`src/rtl/vend_pkg.sv`:
```
// Shared constants for the vending machine front end and its neighbours.
package vend_pkg;

  // Default number of consecutive stable cycles before a level change is accepted.
  localparam int DEBOUNCE_DEFAULT = 16;

  // Credit counter width used by the neighbouring vending FSM.
  localparam int CREDIT_W = 3;

  // Event kinds presented to the vending FSM.
  typedef enum logic {
    EV_COIN = 1'b0,
    EV_BTN  = 1'b1
  } vend_event_e;

  // Coin wins a same-cycle contest so credit is registered before selection.
  localparam vend_event_e EV_PRIORITY = EV_COIN;

endpackage

```
`src/rtl/vend_debounce.sv`:
```
// One input channel: 2-FF synchroniser, debounce counter, stable level and
// a single-cycle rise indication on every accepted 0->1 change.
module vend_debounce
  import vend_pkg::*;
#(
  parameter int DEBOUNCE_CYCLES = DEBOUNCE_DEFAULT
) (
  input  logic clk,
  input  logic reset,
  input  logic raw,
  output logic level,
  output logic rise
);

  localparam int CNT_W = $clog2(DEBOUNCE_CYCLES);
  localparam logic [CNT_W-1:0] CNT_LAST = CNT_W'(DEBOUNCE_CYCLES - 1);

  logic             sync_d;
  logic             sync_q;
  logic             stable;
  logic             stable_d;
  logic [CNT_W-1:0] cnt;

  // Two-flop synchroniser for the asynchronous contact.
  always_ff @(posedge clk or posedge reset) begin
    if (reset) begin
      sync_d <= 1'b0;
      sync_q <= 1'b0;
    end else begin
      sync_d <= raw;
      sync_q <= sync_d;
    end
  end

  // Accept a new level only after DEBOUNCE_CYCLES consecutive mismatching cycles.
  always_ff @(posedge clk or posedge reset) begin
    if (reset) begin
      cnt    <= '0;
      stable <= 1'b0;
    end else if (sync_q == stable) begin
      cnt <= '0;
    end else if (cnt == CNT_LAST) begin
      stable <= sync_q;
      cnt    <= '0;
    end else begin
      cnt <= cnt + CNT_W'(1);
    end
  end

  // Delayed copy of the stable level for edge detection.
  always_ff @(posedge clk or posedge reset) begin
    if (reset) begin
      stable_d <= 1'b0;
    end else begin
      stable_d <= stable;
    end
  end

  assign level = stable;
  assign rise  = stable & ~stable_d;

endmodule

```
`src/rtl/vend_input_conditioner.sv`:
```
// Front end of the vending machine: debounces the coin and button contacts
// and issues one-cycle m / a pulses, never both in the same cycle. A button
// event that loses to a coin event is held pending and issued next cycle.
module vend_input_conditioner
  import vend_pkg::*;
#(
  parameter int DEBOUNCE_CYCLES = DEBOUNCE_DEFAULT
) (
  input  logic clk,
  input  logic reset,
  input  logic coin_raw,
  input  logic btn_raw,
  input  logic en,
  output logic m,
  output logic a,
  output logic coin_lvl,
  output logic btn_lvl
);

  logic rise_c;
  logic rise_b;
  logic pend_c;
  logic pend_b;
  logic coin_cand;
  logic btn_cand;
  logic coin_win;
  logic btn_win;

  vend_debounce #(.DEBOUNCE_CYCLES(DEBOUNCE_CYCLES)) u_coin (
    .clk   (clk),
    .reset (reset),
    .raw   (coin_raw),
    .level (coin_lvl),
    .rise  (rise_c)
  );

  vend_debounce #(.DEBOUNCE_CYCLES(DEBOUNCE_CYCLES)) u_btn (
    .clk   (clk),
    .reset (reset),
    .raw   (btn_raw),
    .level (btn_lvl),
    .rise  (rise_b)
  );

  // Candidates: a held pending event, or a fresh rise while enabled.
  always_comb begin
    coin_cand = pend_c | (rise_c & en);
    btn_cand  = pend_b | (rise_b & en);
    coin_win  = coin_cand & ((EV_PRIORITY == EV_COIN) | ~btn_cand);
    btn_win   = btn_cand & ~coin_win;
  end

  // Pending flags keep losing candidates; outputs are registered pulses.
  always_ff @(posedge clk or posedge reset) begin
    if (reset) begin
      pend_c <= 1'b0;
      pend_b <= 1'b0;
      m      <= 1'b0;
      a      <= 1'b0;
    end else begin
      pend_c <= coin_cand & ~coin_win;
      pend_b <= btn_cand & ~btn_win;
      m      <= coin_win;
      a      <= btn_win;
    end
  end

endmodule
```
`config.mk`:
```
export PLATFORM = sky130hd
export DESIGN_NAME = vend_input_conditioner
export DESIGN_NICKNAME = d
export VERILOG_FILES = /design/src/rtl/vend_pkg.sv /design/src/rtl/vend_debounce.sv /design/src/rtl/vend_input_conditioner.sv
export SDC_FILE = /design/constraint.sdc
export NUM_CORES = 1
export LEC_CHECK = 0
export ABC_AREA = 1
export BUFFER_PORTS_ARGS = -buffer_cell sky130_fd_sc_hd__buf_2
export CAP_MARGIN = 20
export CORE_MARGIN = 4
export CORE_UTILIZATION = 43
export DETAILED_ROUTE_END_ITERATION = 8
export SYNTH_ARGS = -nofsm -noshare
export SYNTH_HDL_FRONTEND = slang
export SYNTH_SLANG_ARGS = --single-unit
```
`constraint.sdc`:
```
create_clock -name clk -period 1.56 [get_ports clk]
set_clock_uncertainty 0.15 [all_clocks]
set_input_delay 0.312 -clock clk [delete_from_list [all_inputs] [get_ports clk]]
set_output_delay 0.312 -clock clk [all_outputs]
set_load 0.02 [all_outputs]
```
==> out/qor_table.md <==
| Item | This run |
|---|---|
| Maximum number of pins on one net before global-route repair | 20 |
| Fin cells | 102 |
| Total count of max-transition violations in the final report | 0 |
| Worst Path Buf+Inv | 1 |
| Final setup TNS | 0 ps |
| Top fanout value on the critical path | 6 |
| Post-Layout Inst Area | 858.3 sq um |
| Number of placement rows | 14 |
| Critical register-to-register path endpoint | u_coin.cnt[3]$_DFF_PP0_ |
| Area of the multi-input gates | 216.5 sq um |
| # clock sinks | 19 |
| Total global-route track usage | 11.52% |
| Via count of the first global-routing pass | 486 |
| Starting density of the core | 47.03% |
| Final Hold Vio Count | 0 |
| Number of buffers inserted during clock tree synthesis | 3 |
| Worst-path clk slew | 110 ps |
| Portion of the clock cycle consumed by the worst path in the final layout | 91.92% |
| Result of the run | complete, no violations |
| Relative slew margins | 84.15% |
| Via density per instance | 4.804 |
| Leakage power figure | 0.4484 nW |
| Standard cell core area | 0.001559 sq mm |
| Initial antenna violation count | 0 |
| Proportion of netlist area held by the largest area contributor | 64.85% |
| Reg2reg setup slack | 340 ps |
| Number of design rule violations left after detail routing | 0 |
| Die Y | 49.30 um |
| Setup violators final | 0 |
| Vias post-DR | 490 |
| Largest delay share family, worst path | flip-flops |
| Fraction of final layout cells sized beyond drive strength 1 | 22.09% |
| Critical path class | register to output pin |
| Synth area leaders | dfrtp_1, nand2_1, inv_1, nor2_1, ha_1 |
| Clock tree from TritonCTS | done |
| Maximum buffer depth of the clock tree | 2 |
| Mean area per synthesized cell | 10.47 sq um |
| IO Port Bufs | 8 |
| Power density relative to cell area | 966.2 mW/mm^2 |
| Post-layout minimum cycle time | 1434 ps |
| Worst voltage drop across the vdd grid | 0.6874 mV |
| Number of standard cells after synthesis | 70 |
| Worst slack after detailed placement | 360.7 ps |
| #FFs+latches synth | 19 |
| Kind of capture point of the worst setup path | output pin |
| Deepest level of the CTS H-tree | 1 |
| Final HPWL DP | 852.7 um |
| Worst EP arrival | 970 ps |
| Actual transition at the worst max-transition pin | 237.7 ps |
| Delay contributed by the slowest stage of the critical path | 470 ps |
| Start point of the worst min-delay path | en |
| Yosys top cell by area | dfrtp_1 |
| Final WS setup | 126.1 ps |
| Yosys warning total | 0 |
| Die outline width | 49.30 um |
| Synthesized area | 733.2 sq um |
| Resized Gates After CTS | 0 |
| Skew-Pair Late Insertion Delay | 300 ps |
| Maximum achievable frequency | 697.4 MHz |
| Wire length per cell after detailed routing | 11.35 um |
| Cells along the critical path | buf_2 |
| Hold endpoint | m$_DFF_PP0_ |
| Min-Delay Path Depth | 3 |
| Remaining number of nets flagged by the antenna check after routing | 0 |
| Number of top-level pins | 9 |
| Netlist cell types | 16 |
| Number of buffers inserted to repair setup after CTS | 0 |
| Routability-driven placement congestion ratio | 0.7197 |
| Registers with the most flip-flops | u_btn.cnt x4, u_coin.cnt x4 |
| RSZ-0062 raised after global routing | false |
| Worst path required time | 1100 ps |
| Worst min path class | input pin to register |
| Fillcell total | 135 |
| First-pass iteration count of the detailed router | 2 |
| Share of the yosys chip area belonging to registers | 64.85% |
| Net count after synthesis | 77 |
| Final layout net count | 94 |
| Combined flip-flop and latch cell area | 475.5 sq um |
| Startpoint of the lowest-slack register-to-register path | u_coin.cnt[0]$_DFF_PP0_ |
| Slowest cell on the critical path | dfrtp_1 |
| Clock tree root buffer cell | clkbuf_4 |
| Global-route wire length before repair | 2070 um |
| Ant. Diodes | 0 |
| Area of the die | 0.002430 sq mm |
| Area growth, synth to finish | 17.06% |
| Kind of start point of the critical path | register |
| Total gr overflow | 0 |
| Max-cap check violation count | 0 |
| Drt initial violations | 4 |
| Cell area reported after detailed placement | 800.8 sq um |
| Aggregate routed wire length | 1158 um |
| FF-to-FF path depth | 4 |
| Number of cells in the design after placement | 95 |
## power by group
| group | internal [mW] | switching, mW | total [mW] | leakage, nW |
|---|---|---|---|---|
| Combinational | 0.0251 | 0.0294 | 0.0545 | 0.180 |
| Sequential | 0.510 | 0.0146 | 0.525 | 0.251 |
| Clock | 0.0957 | 0.154 | 0.250 | 0.0177 |
| Total | 0.631 | 0.198 | 0.829 | 0.448 |
## stage by stage
| stage | hold WS [ps] | utilization [%] | power, mW |
|---|---|---|---|
| 2_1_floorplan | 113.1 | - | 0.5653 |
| 3_3_place_gp | 183.9 | 51.36 | 0.5815 |
| 3_5_place_dp | 188.5 | 51.36 | 0.5835 |
| 4_1_cts | 110.2 | 55.06 | 0.8398 |
| 5_1_grt | 112.1 | 55.06 | 0.8729 |
| 6_report | 108.5 | 55.06 | 0.8293 |
## cell families after synthesis
| family | share of synthesized area, % |
|---|---|
| fa+ha+maj | 3.412 |
| flops | 64.85 |
| xor+xnor | 2.390 |
| simple gates | 20.48 |
| buf+inv | 5.631 |
| compound gates | 3.241 |
## cells in the mapped netlist
cell / n
dfrtp_1: 19
nand2_1: 12
inv_1: 10
nor2_1: 9
nand3_1: 5
ha_1: 2
nand2_2: 2
nand4_1: 2
xnor2_1: 2
a21oi_1: 1
a21oi_2: 1
inv_2: 1
nand3_2: 1
nor2_4: 1
o21ai_0: 1
o21ai_1: 1
## area by class of cell
type	instances	share of cell area [%]
well taps	16	2.332
clock inverters	1	0.5831
clock buffers	3	2.624
repair buffers	12	9.038
multi-input cells	40	25.22
flip-flops and latches	19	55.39
inverters	11	4.810
## routing by layer
metal	global-route usage (%)	routed length (um)	up-vias
met2	18.30	551	11
met5	0	0	-
li1	-	-	248
met3	3.976	52	3
met4	7.109	25	0
met1	13.19	528	228
## repair_timing
item	in CTS	in global routing
endpoints found under the hold margin	21	0
hold buffers	3	0
setup endpoints to repair	0	0
## how the worst max path moves through the flow
stage | start | to | cells after the start
2_1_floorplan | u_btn.cnt[0]$_DFF_PP0_ | u_btn.cnt[3]$_DFF_PP0_ | 4
3_3_place_gp | u_btn.cnt[0]$_DFF_PP0_ | u_btn.cnt[3]$_DFF_PP0_ | 4
3_5_place_dp | u_btn.cnt[0]$_DFF_PP0_ | u_btn.cnt[3]$_DFF_PP0_ | 4
4_1_cts | u_coin.level$_DFFE_PP0P_ | coin_lvl | 1
5_1_grt | u_coin.level$_DFFE_PP0P_ | coin_lvl | 1
6_report | u_coin.level$_DFFE_PP0P_ | coin_lvl | 1
## cells in the final DEF (no fill, tap or decap), types with 2 or more instances in the layout
cell           netlist  layout
nand3_1              5       5
dfrtp_1             19      19
inv_1               10      10
nand2_2              2       2
dlygate4sd3_1        0       3
buf_2                0       8
nor2_1               9       9
ha_1                 2       2
clkbuf_4             0       3
xnor2_1              2       2
nand4_1              2       2
nand2_1             12      12
No activity file was read; power rests on OpenSTA's default activity.
